`config.mk`:
```
export PLATFORM = sky130hd
export DESIGN_NAME = mem_stage_ctrl_flat
export DESIGN_NICKNAME = d
export VERILOG_FILES = /design/src/rtl/mem_stage_ctrl_if.sv /design/src/rtl/mem_stage_ctrl.sv /design/src/flat_wrapper.sv
export SDC_FILE = /design/constraint.sdc
export NUM_CORES = 1
export LEC_CHECK = 0
export CAP_MARGIN = 15
export CORE_MARGIN = 1.5
export CORE_UTILIZATION = 35
export CTS_BUF_LIST = sky130_fd_sc_hd__clkbuf_16
export CTS_CLUSTER_DIAMETER = 120
export CTS_CLUSTER_SIZE = 16
export DETAILED_ROUTE_END_ITERATION = 12
export GPL_TIMING_DRIVEN = 0
export PLACE_DENSITY_LB_ADDON = 0.12
export SKIP_LAST_GASP = 1
export SLEW_MARGIN = 20
export SYNTH_ARGS = -nofsm -noshare
export SYNTH_HDL_FRONTEND = slang
export SYNTH_SLANG_ARGS = --single-unit
```
`constraint.sdc`:
```
create_clock -name clk -period 13.2 [get_ports clk]
set_input_delay 1.32 -clock clk [delete_from_list [all_inputs] [get_ports clk]]
set_output_delay 1.32 -clock clk [all_outputs]
set_load 0.1 [all_outputs]
```
`src/rtl/mem_stage_ctrl_if.sv`:
```
// -----------------------------------------------------------------------------
// mem_stage_ctrl_if
// Data-memory request/acknowledge bus between the MEM-stage controller and the
// data memory.
//   mem_req   : request, held high until acknowledged or timed out
//   mem_we    : 1 = write, 0 = read; valid while mem_req = 1
//   mem_addr  : word address
//   mem_wdata : store data
//   mem_rdata : load data, valid with mem_ack
//   mem_ack   : single-cycle completion strobe
// master = MEM-stage controller, slave = data memory.
// -----------------------------------------------------------------------------
interface mem_stage_ctrl_if;
    logic        mem_req;
    logic        mem_we;
    logic [31:0] mem_addr;
    logic [31:0] mem_wdata;
    logic [31:0] mem_rdata;
    logic        mem_ack;

    modport master (
        output mem_req, mem_we, mem_addr, mem_wdata,
        input  mem_rdata, mem_ack
    );

    modport slave (
        input  mem_req, mem_we, mem_addr, mem_wdata,
        output mem_rdata, mem_ack
    );
endinterface

```
`src/rtl/mem_stage_ctrl.sv`:
```
// -----------------------------------------------------------------------------
// mem_stage_ctrl
// MEM-stage controller of the 5-stage ARM pipeline. Non-memory instructions
// pass to the MEM/WB register with one cycle of latency. LDR/STR that pass the
// alignment/range checks run a request/acknowledge access on the data-memory
// bus while freezing the upstream pipeline; faulted or timed-out accesses
// raise a one-cycle err pulse and suppress writeback.
//
// Ports
//   clk, rst        : clock (rising edge), asynchronous active-high reset
//   mem_read        : EX instruction is LDR
//   mem_write       : EX instruction is STR
//   wb_en_in        : EX writeback enable
//   dest_in         : EX destination register
//   alu_result      : byte address (memory ops) or ALU result
//   val_rm          : store data
//   mem             : data-memory bus (master side)
//   freeze          : holds the IF/ID/EX pipeline registers
//   wb_en_out       : MEM/WB writeback enable
//   mem_read_out    : MEM/WB selects mem_data_out as writeback value
//   dest_out        : MEM/WB destination register
//   alu_result_out  : MEM/WB ALU result
//   mem_data_out    : MEM/WB load data
//   err             : one-cycle pulse on a faulted or timed-out access
// -----------------------------------------------------------------------------
module mem_stage_ctrl #(
    parameter int unsigned ADDR_BASE   = 1024,
    parameter int unsigned DEPTH_WORDS = 64,
    parameter int unsigned TIMEOUT     = 16
) (
    input  logic                   clk,
    input  logic                   rst,
    input  logic                   mem_read,
    input  logic                   mem_write,
    input  logic                   wb_en_in,
    input  logic [3:0]             dest_in,
    input  logic [31:0]            alu_result,
    input  logic [31:0]            val_rm,
    mem_stage_ctrl_if.master       mem,
    output logic                   freeze,
    output logic                   wb_en_out,
    output logic                   mem_read_out,
    output logic [3:0]             dest_out,
    output logic [31:0]            alu_result_out,
    output logic [31:0]            mem_data_out,
    output logic                   err
);

    localparam logic [31:0] BASE_C  = ADDR_BASE;
    localparam logic [31:0] LIMIT_C = DEPTH_WORDS * 4;
    localparam int          CNT_W   = (TIMEOUT > 1) ? $clog2(TIMEOUT) : 1;
    localparam logic [CNT_W-1:0] CNT_LAST = CNT_W'(TIMEOUT - 1);

    typedef enum logic [1:0] {
        S_IDLE,
        S_REQ,
        S_DONE
    } state_t;

    state_t           state_q, state_d;
    logic [CNT_W-1:0] cnt_q, cnt_d;

    // Request held on the bus while in REQ.
    logic             we_q, we_d;
    logic [31:0]      addr_q, addr_d;
    logic [31:0]      wdata_q, wdata_d;

    // Instruction bundle captured at request start, presented in DONE.
    logic             cap_wb_q, cap_wb_d;
    logic [3:0]       cap_dest_q, cap_dest_d;
    logic [31:0]      cap_alu_q, cap_alu_d;

    // MEM/WB output register.
    logic             wb_q, wb_d;
    logic             rd_q, rd_d;
    logic             err_q, err_d;
    logic [3:0]       dest_q, dest_d;
    logic [31:0]      alu_q, alu_d;
    logic [31:0]      data_q, data_d;

    logic [31:0]      off;
    logic             is_mem;
    logic             fault;
    logic             start;

    // Unsigned compare of the wrapped offset also rejects addresses below base.
    assign off    = alu_result - BASE_C;
    assign is_mem = mem_read | mem_write;
    assign fault  = (alu_result[1:0] != 2'b00) | (off >= LIMIT_C) | (mem_read & mem_write);
    assign start  = (state_q == S_IDLE) & is_mem & ~fault;

    // NOTE: every variable gets a default before the case so no path leaves
    // one unassigned, which would otherwise infer a latch.
    always_comb begin
        state_d    = state_q;
        cnt_d      = cnt_q;
        we_d       = we_q;
        addr_d     = addr_q;
        wdata_d    = wdata_q;
        cap_wb_d   = cap_wb_q;
        cap_dest_d = cap_dest_q;
        cap_alu_d  = cap_alu_q;
        wb_d       = 1'b0;
        rd_d       = 1'b0;
        err_d      = 1'b0;
        dest_d     = dest_q;
        alu_d      = alu_q;
        data_d     = data_q;

        unique case (state_q)
            S_IDLE: begin
                if (!is_mem) begin
                    wb_d   = wb_en_in;
                    dest_d = dest_in;
                    alu_d  = alu_result;
                end else if (fault) begin
                    err_d  = 1'b1;
                    dest_d = dest_in;
                    alu_d  = alu_result;
                end else begin
                    state_d    = S_REQ;
                    cnt_d      = '0;
                    we_d       = mem_write;
                    addr_d     = {2'b00, off[31:2]};
                    wdata_d    = val_rm;
                    cap_wb_d   = wb_en_in;
                    cap_dest_d = dest_in;
                    cap_alu_d  = alu_result;
                end
            end

            S_REQ: begin
                // An ack in the final counted cycle takes priority over timeout.
                if (mem.mem_ack) begin
                    state_d = S_DONE;
                    wb_d    = cap_wb_q & ~we_q;
                    rd_d    = ~we_q;
                    dest_d  = cap_dest_q;
                    alu_d   = cap_alu_q;
                    if (!we_q) begin
                        data_d = mem.mem_rdata;
                    end
                end else if (cnt_q == CNT_LAST) begin
                    state_d = S_DONE;
                    err_d   = 1'b1;
                    rd_d    = ~we_q;
                    dest_d  = cap_dest_q;
                    alu_d   = cap_alu_q;
                end else begin
                    cnt_d = cnt_q + CNT_W'(1);
                end
            end

            // EX still holds the finished instruction here; it is ignored.
            S_DONE: begin
                state_d = S_IDLE;
            end

            default: begin
                state_d = S_IDLE;
            end
        endcase
    end

    // NOTE: state uses non-blocking assignments so every register samples the
    // pre-edge values; all registers here are small flops, so every one is
    // reset and no output can show stale data after reset.
    always_ff @(posedge clk or posedge rst) begin
        if (rst) begin
            state_q    <= S_IDLE;
            cnt_q      <= '0;
            we_q       <= 1'b0;
            addr_q     <= '0;
            wdata_q    <= '0;
            cap_wb_q   <= 1'b0;
            cap_dest_q <= '0;
            cap_alu_q  <= '0;
            wb_q       <= 1'b0;
            rd_q       <= 1'b0;
            err_q      <= 1'b0;
            dest_q     <= '0;
            alu_q      <= '0;
            data_q     <= '0;
        end else begin
            state_q    <= state_d;
            cnt_q      <= cnt_d;
            we_q       <= we_d;
            addr_q     <= addr_d;
            wdata_q    <= wdata_d;
            cap_wb_q   <= cap_wb_d;
            cap_dest_q <= cap_dest_d;
            cap_alu_q  <= cap_alu_d;
            wb_q       <= wb_d;
            rd_q       <= rd_d;
            err_q      <= err_d;
            dest_q     <= dest_d;
            alu_q      <= alu_d;
            data_q     <= data_d;
        end
    end

    // mem_req follows the asynchronously reset state, so it drops with rst.
    assign mem.mem_req   = (state_q == S_REQ);
    assign mem.mem_we    = we_q;
    assign mem.mem_addr  = addr_q;
    assign mem.mem_wdata = wdata_q;

    // Freeze starts combinationally in the IDLE cycle that launches a request;
    // gated by rst because the EX inputs may still show a memory op.
    assign freeze = ~rst & (start | (state_q == S_REQ));

    assign wb_en_out      = wb_q;
    assign mem_read_out   = rd_q;
    assign dest_out       = dest_q;
    assign alu_result_out = alu_q;
    assign mem_data_out   = data_q;
    assign err            = err_q;

endmodule
```
`src/flat_wrapper.sv`:
```
// flat-port wrapper written by rule: the top's interface ports become plain ports
module mem_stage_ctrl_flat 
#(
    parameter int unsigned ADDR_BASE   = 1024,
    parameter int unsigned DEPTH_WORDS = 64,
    parameter int unsigned TIMEOUT     = 16
)
  (clk, rst, mem_read, mem_write, wb_en_in, dest_in, alu_result, val_rm, freeze, wb_en_out, mem_read_out, dest_out, alu_result_out, mem_data_out, err, mem_mem_req, mem_mem_we, mem_mem_addr, mem_mem_wdata, mem_mem_rdata, mem_mem_ack);
  mem_stage_ctrl_if mem_i ();
  input  logic clk;
  input  logic rst;
  input  logic mem_read;
  input  logic mem_write;
  input  logic wb_en_in;
  input  logic [3:0] dest_in;
  input  logic [31:0] alu_result;
  input  logic [31:0] val_rm;
  output logic freeze;
  output logic wb_en_out;
  output logic mem_read_out;
  output logic [3:0] dest_out;
  output logic [31:0] alu_result_out;
  output logic [31:0] mem_data_out;
  output logic err;
  output wire logic [$bits(mem_i.mem_req)-1:0] mem_mem_req;
  output wire logic [$bits(mem_i.mem_we)-1:0] mem_mem_we;
  output wire logic [$bits(mem_i.mem_addr)-1:0] mem_mem_addr;
  output wire logic [$bits(mem_i.mem_wdata)-1:0] mem_mem_wdata;
  input wire logic [$bits(mem_i.mem_rdata)-1:0] mem_mem_rdata;
  input wire logic [$bits(mem_i.mem_ack)-1:0] mem_mem_ack;
  assign mem_mem_req = mem_i.mem_req;
  assign mem_mem_we = mem_i.mem_we;
  assign mem_mem_addr = mem_i.mem_addr;
  assign mem_mem_wdata = mem_i.mem_wdata;
  assign mem_i.mem_rdata = mem_mem_rdata;
  assign mem_i.mem_ack = mem_mem_ack;
  mem_stage_ctrl #(.ADDR_BASE(ADDR_BASE), .DEPTH_WORDS(DEPTH_WORDS), .TIMEOUT(TIMEOUT)) u_core (.clk(clk), .rst(rst), .mem_read(mem_read), .mem_write(mem_write), .wb_en_in(wb_en_in), .dest_in(dest_in), .alu_result(alu_result), .val_rm(val_rm), .mem(mem_i), .freeze(freeze), .wb_en_out(wb_en_out), .mem_read_out(mem_read_out), .dest_out(dest_out), .alu_result_out(alu_result_out), .mem_data_out(mem_data_out), .err(err));
endmodule
```
---- After elaboration in Yosys (flattened, before gate mapping) ----
Index checks and enable logic that the tools add are counted.
cells by class
  $add $sub $neg .......................... 2
  magnitude comparators ................... 1
  eq/ne operators ......................... 8
  multiplexer cells ....................... 31
  bitwise gates (word level) .............. 12
  reduce and logical (&&, ||, !) cells .... 8
operator list
  operator                                                            number
  2-to-1 mux 32 bit                                                   4
  one-hot mux 32 bit (2 select lines)                                 1
  greater-or-equal comparator 32 x 9 -> 1 bit, second input constant  1
  2-to-1 mux 4 bit                                                    8
  subtractor 32 x 11 -> 32 bit, second input constant                 1
  one-hot mux 4 bit (2 select lines)                                  2
  AND reduction 3 bit                                                 4
  2-to-1 mux 1 bit                                                    9
  2-to-1 mux 2 bit                                                    4
  != test 2 bit, second input constant                                3
  AND 1 bit                                                           5
  AND reduction 5 bit                                                 1
  adder 4 x 1 -> 4 bit, second input constant                         1
  == test 4 bit, second input constant                                1
  OR 1 bit                                                            4
  one-hot mux 1 bit (2 select lines)                                  2
  one-hot mux 2 bit (2 select lines)                                  1
  nonzero test 2 bit                                                  2
  != test 3 x 1 -> 1 bit, second input constant                       1
  != test 3 bit, second input constant                                1
  inverter 1 bit                                                      3
  == test 2 x 1 -> 1 bit, second input constant                       1
  zero test 2 bit                                                     1
  != test 2 x 1 -> 1 bit, second input constant                       1
storage, ports and cells
  register bits ........................... 177
  input bits .............................. 106
  output and inout bits ................... 138
  logic and storage cells ................. 76

---- Logic depth before layout (Yosys ltp) ----
  word-level depth ........................ 8
  depth in mapped cells ................... 13

---- Least setup slack after synthesis ----
OpenSTA, ideal clock, no wires.
  path type ............................... input -> output
  start ................................... in alu_result[11]
  end ..................................... out freeze
  arrival ................................. 5.267 ns
  required time ........................... 11.880 ns
  path slack .............................. 6.613 ns
  cell stages on the path ................. 12
  buffers on the path ..................... 4
  cell sequence ........................... inv_1 > ha_1 > or4b_1 > buf_2 > nor4_1 > xor2_1 > or4_1 > clkbuf_1 > or4_1 > buf_2 > buf_2 > a21oi_1
between the ends
  word-level cells in the longest chain between the ends .. 8
ends and longest elaborated chain
  item                                         RTL line               text
  from (decl)                                  flat_wrapper.sv:16     input logic [31:0] alu_result;
  subtractor 32 x 11 -> 32 bit                 mem_stage_ctrl.sv:87   assign off = alu_result - BASE_C;
  greater-or-equal comparator 32 x 9 -> 1 bit  mem_stage_ctrl.sv:89   assign fault = (alu_result[1:0] != 2'b00) | (off >= LIMIT_C) | (mem_read & mem_write);
  OR 1 bit (2 in series)                       mem_stage_ctrl.sv:89
  inverter 1 bit (no line)                     n/a
  AND 1 bit                                    mem_stage_ctrl.sv:90   assign start = (state_q == S_IDLE) & is_mem & ~fault;
  OR 1 bit                                     mem_stage_ctrl.sv:210  assign freeze = ~rst & (start | (state_q == S_REQ));
  AND 1 bit                                    mem_stage_ctrl.sv:210
  to (decl)                                    flat_wrapper.sv:18     output logic freeze;
Every way passes these cells.

---- Worst setup path in the final report ----
  start ................................... in alu_result[10]
  end ..................................... out freeze
between the ends
  word-level cells in the longest chain between the ends .. 8
ends and longest elaborated chain
  item                                         RTL line               text
  subtractor 32 x 11 -> 32 bit                 mem_stage_ctrl.sv:87
  net u_core.off[10]                           mem_stage_ctrl.sv:81   logic [31:0] off;
  greater-or-equal comparator 32 x 9 -> 1 bit  mem_stage_ctrl.sv:89
  OR 1 bit (2 in series)                       mem_stage_ctrl.sv:89
  inverter 1 bit (no line)                     n/a
  AND 1 bit                                    mem_stage_ctrl.sv:90
  OR 1 bit                                     mem_stage_ctrl.sv:210
  AND 1 bit                                    mem_stage_ctrl.sv:210
The timed path passes the listed nets, and every way through them passes these cells.

==> flow_summary.json <==
{
  "status": "finished, final reports clean",
  "vdd_drop_max_mv": 0.08297,
  "p_int_mw": 0.8577,
  "cts_buffers": 17,
  "syn_inst": 637,
  "hold_start": "u_core.cap_alu_q[26]",
  "clkLatencyLatePin_ns": 0.42,
  "ys_seq_area_share_pct": 54.37,
  "wl_um": 22680,
  "chipHeight_um": 152.1,
  "finalPower_mw": 1.220,
  "synth_compound_area_share_pct": 9.458,
  "nets": 1008,
  "r2r_slack_ns": 9.72,
  "hold_ws_ns": 0.4859,
  "cts_setup_buffers": 0,
  "slew_headroom_pct": 29.17,
  "hpwl_um": 16370,
  "initial_core_util_pct": 35.64,
  "avgSynthCellArea_um2": 12.21,
  "pwr-share-comb_pct": 15.4,
  "n_fill_cell": 1959,
  "yosysWarnings": 0,
  "yosys.area.top_type": "dfrtp_1",
  "cts_hold_buf": 0,
  "pwr-share-clk_pct": 40.7,
  "max_freq_mhz": 135.8,
  "drc_errors": 0,
  "synthSimpleGateAreaFrac_pct": 14.69,
  "drt_iter0_drc": 325,
  "crit_type": "primary input to output port",
  "drt_first_pass_iters": 4,
  "ys_ff_latch": 169,
  "path_clk_slew_ns": 0.07,
  "io_buffer_count": 241,
  "crit_path_end_kind": "output port",
  "min_period_over_period_pct": 55.77,
  "antenna_found_initial": 1,
  "worst-path-buf-inv": 7,
  "critPathLaunchType": "primary input",
  "synth.top_cells.by_count": "dfrtp_1 (169), mux2_2 (78), clkbuf_1 (43)",
  "switching_share_pct": 29.72,
  "seq_power_share_pct": 43.9,
  "gp_congestion": 0.8131,
  "synth-edff-count": 0,
  "synth_top_family_by_area": "multiplexers",
  "drive_above_1_share_pct": 19.85,
  "cp_cell_sequence": "clkdlybuf4s50_1 > inv_1 > ha_1 > or4b_1 > buf_2 > nor4_1 > xor2_1 > or4_1 > clkbuf_1 > or4_1 > buf_2 > buf_2 > a21oi_1 > clkdlybuf4s50_1",
  "synth_xor_area_share_pct": 0.4504,
  "synth_ff_type": "dfrtp_1",
  "netlist_area_mm2": 0.007779,
  "hold_path_class": "flip-flop to flip-flop",
  "rows": 54,
  "fin_setup_tns_ns": 0,
  "avgRoutedWirePerCell_um": 19.03,
  "hold_viol": 0,
  "synth_fa_ha_area_share_pct": 0.4825,
  "cap_violations": 0,
  "fp.dieArea_mm2": 0.02313,
  "slowest_stage": "clkdlybuf4s50_1",
  "first_global_vias": 6674,
  "slew_violations": 0,
  "crit_required_ns": 11.88,
  "avgViaCountPerCell": 5.236,
  "rsz0062_at_grt": "no",
  "drtAntennaViolNets": 0,
  "worst_pin_slew_ns": 1.059,
  "finalSetupViolCount": 0,
  "antenna_cells": 0,
  "p_leak_nw": 4.844,
  "crit_start": "alu_result[10]",
  "max_stage_delay_ns": 1.17,
  "cts_tree": "done",
  "clock-sinks": 169,
  "path_delay_family": "buffers and inverters",
  "cts-root-buf": "clkbuf_16",
  "final.setup_skew_ns": 0.009414,
  "cp.arrival_ns": 6.04,
  "grt_start_max_net_pins": 92,
  "overflow": 0,
  "crit_top_cell": "buf_2",
  "synthMuxAreaShare_pct": 16.23,
  "grt_pass1_wl_um": 36870,
  "critical_path.max_fanout": 10,
  "grt_use_total_pct": 20.11,
  "ctsResizeCount": 0,
  "vias": 6241,
  "r2r-start": "u_core.state_q[1]",
  "ios": 244,
  "yosys.cell_count.top_type": "dfrtp_1",
  "die_w_um": 152.1,
  "htree_levels": 4,
  "clock_path_buffers": 2,
  "p_sw_mw": 0.3626,
  "pwr_density_cell_mw_per_mm2": 109.3,
  "area_growth_pct": 43.53,
  "netlist.area_leader.share_pct": 54.37,
  "fp.coreArea_mm2": 0.02182,
  "synth.distinct_cells": 46,
  "synthArstFlopShare_pct": 100.0,
  "fin_crit_ns": 7.362,
  "synth_area_leaders": "dfrtp_1 (54%), mux2_2 (11%), mux2i_1 (4.5%), o41ai_1 (4.1%), or4_1 (3.9%)"
}
[metal layers]
metal	track usage, %	share of wire, %
met5	0	0
met4	5.964	1.8
met3	6.617	8.3
met2	32.49	48
met1	25.66	42
[stage by stage]
step | cells | util (%) | worst slack [ns] | area (µm²)
floorplan | 638 | - | 6.613 | 7782
global placement | 1159 | 48.32 | 5.044 | 10550
detailed placement | 1160 | 48.48 | 5.860 | 10580
CTS | 1192 | 51.16 | 5.840 | 11160
global route | 1192 | 51.16 | 5.555 | 11160
finish | 1192 | 51.16 | 5.838 | 11160
[cells in the final DEF (no fill, tap or decap), drive strengths merged, types with 4 or more instances in the layout]
cell type,n
and2,43
buf,24
mux2,81
mux2i,35
nor3,5
nor4b,4
nand2,7
or4,40
nor4,9
clkdlybuf4s50,241
a31oi,37
clkbuf,60
clkinv,4
or2,38
o41ai,36
o21ai,4
a21oi,5
dfrtp,169
nor2,20
inv,14
[final cells by class]
| type | instances | area, µm² | area share (%) |
|---|---|---|---|
| buffer | 66 | 310.3 | 2.779 |
| clock buffer | 17 | 425.4 | 3.810 |
| multi-input combinational | 397 | 3221 | 28.85 |
| sequential | 169 | 4229 | 37.88 |
| timing repair buffer | 242 | 2440 | 21.85 |
| clock inverter | 15 | 158.9 | 1.423 |
| tap | 280 | 350.3 | 3.138 |
| inverter | 6 | 30.03 | 0.2690 |
[power groups by stage]
stage | logic (mW) | registers [mW] | clock network, mW
2_1_floorplan | 0.0357 | 0.625 | 0
3_5_place_dp | 0.189 | 0.545 | 0
6_report | 0.188 | 0.535 | 0.497
5_1_grt | 0.197 | 0.537 | 0.537
4_1_cts | 0.190 | 0.535 | 0.511
3_3_place_gp | 0.186 | 0.545 | 0
[path summary, 6_finish.rpt]
check,to,cells after the start
max,freeze,14
min,u_core.cap_alu_q[26],1
max reg2reg,u_core.alu_result_out[12],8
min reg2reg,u_core.cap_alu_q[26],1
max in group asynchronous,u_core.alu_result_out[19],3
min in group asynchronous,u_core.mem.mem_addr[14],2
[cell families after synthesis]
kind of cell	Yosys count
simple gates	181
flops	169
mux	116
compound gates	91
buf+inv	72
xor+xnor	4
fa+ha+maj	3
other cells	1
[registers in the layout (all words and copies together), names as in the netlist]
| register | flops |
|---|---|
| u_core.alu_result_out | 32 |
| u_core.cap_alu_q | 32 |
| u_core.mem.mem_wdata | 32 |
| u_core.mem_data_out | 32 |
| u_core.mem.mem_addr | 22 |
| u_core.cap_dest_q | 4 |
| u_core.cnt_q | 4 |
| u_core.dest_out | 4 |
| u_core.state_q | 2 |
| u_core.cap_wb_q | 1 |
| u_core.err | 1 |
| u_core.mem.mem_we | 1 |
| u_core.mem_read_out | 1 |
| u_core.wb_en_out | 1 |
Power figures use the tool's default switching activity.
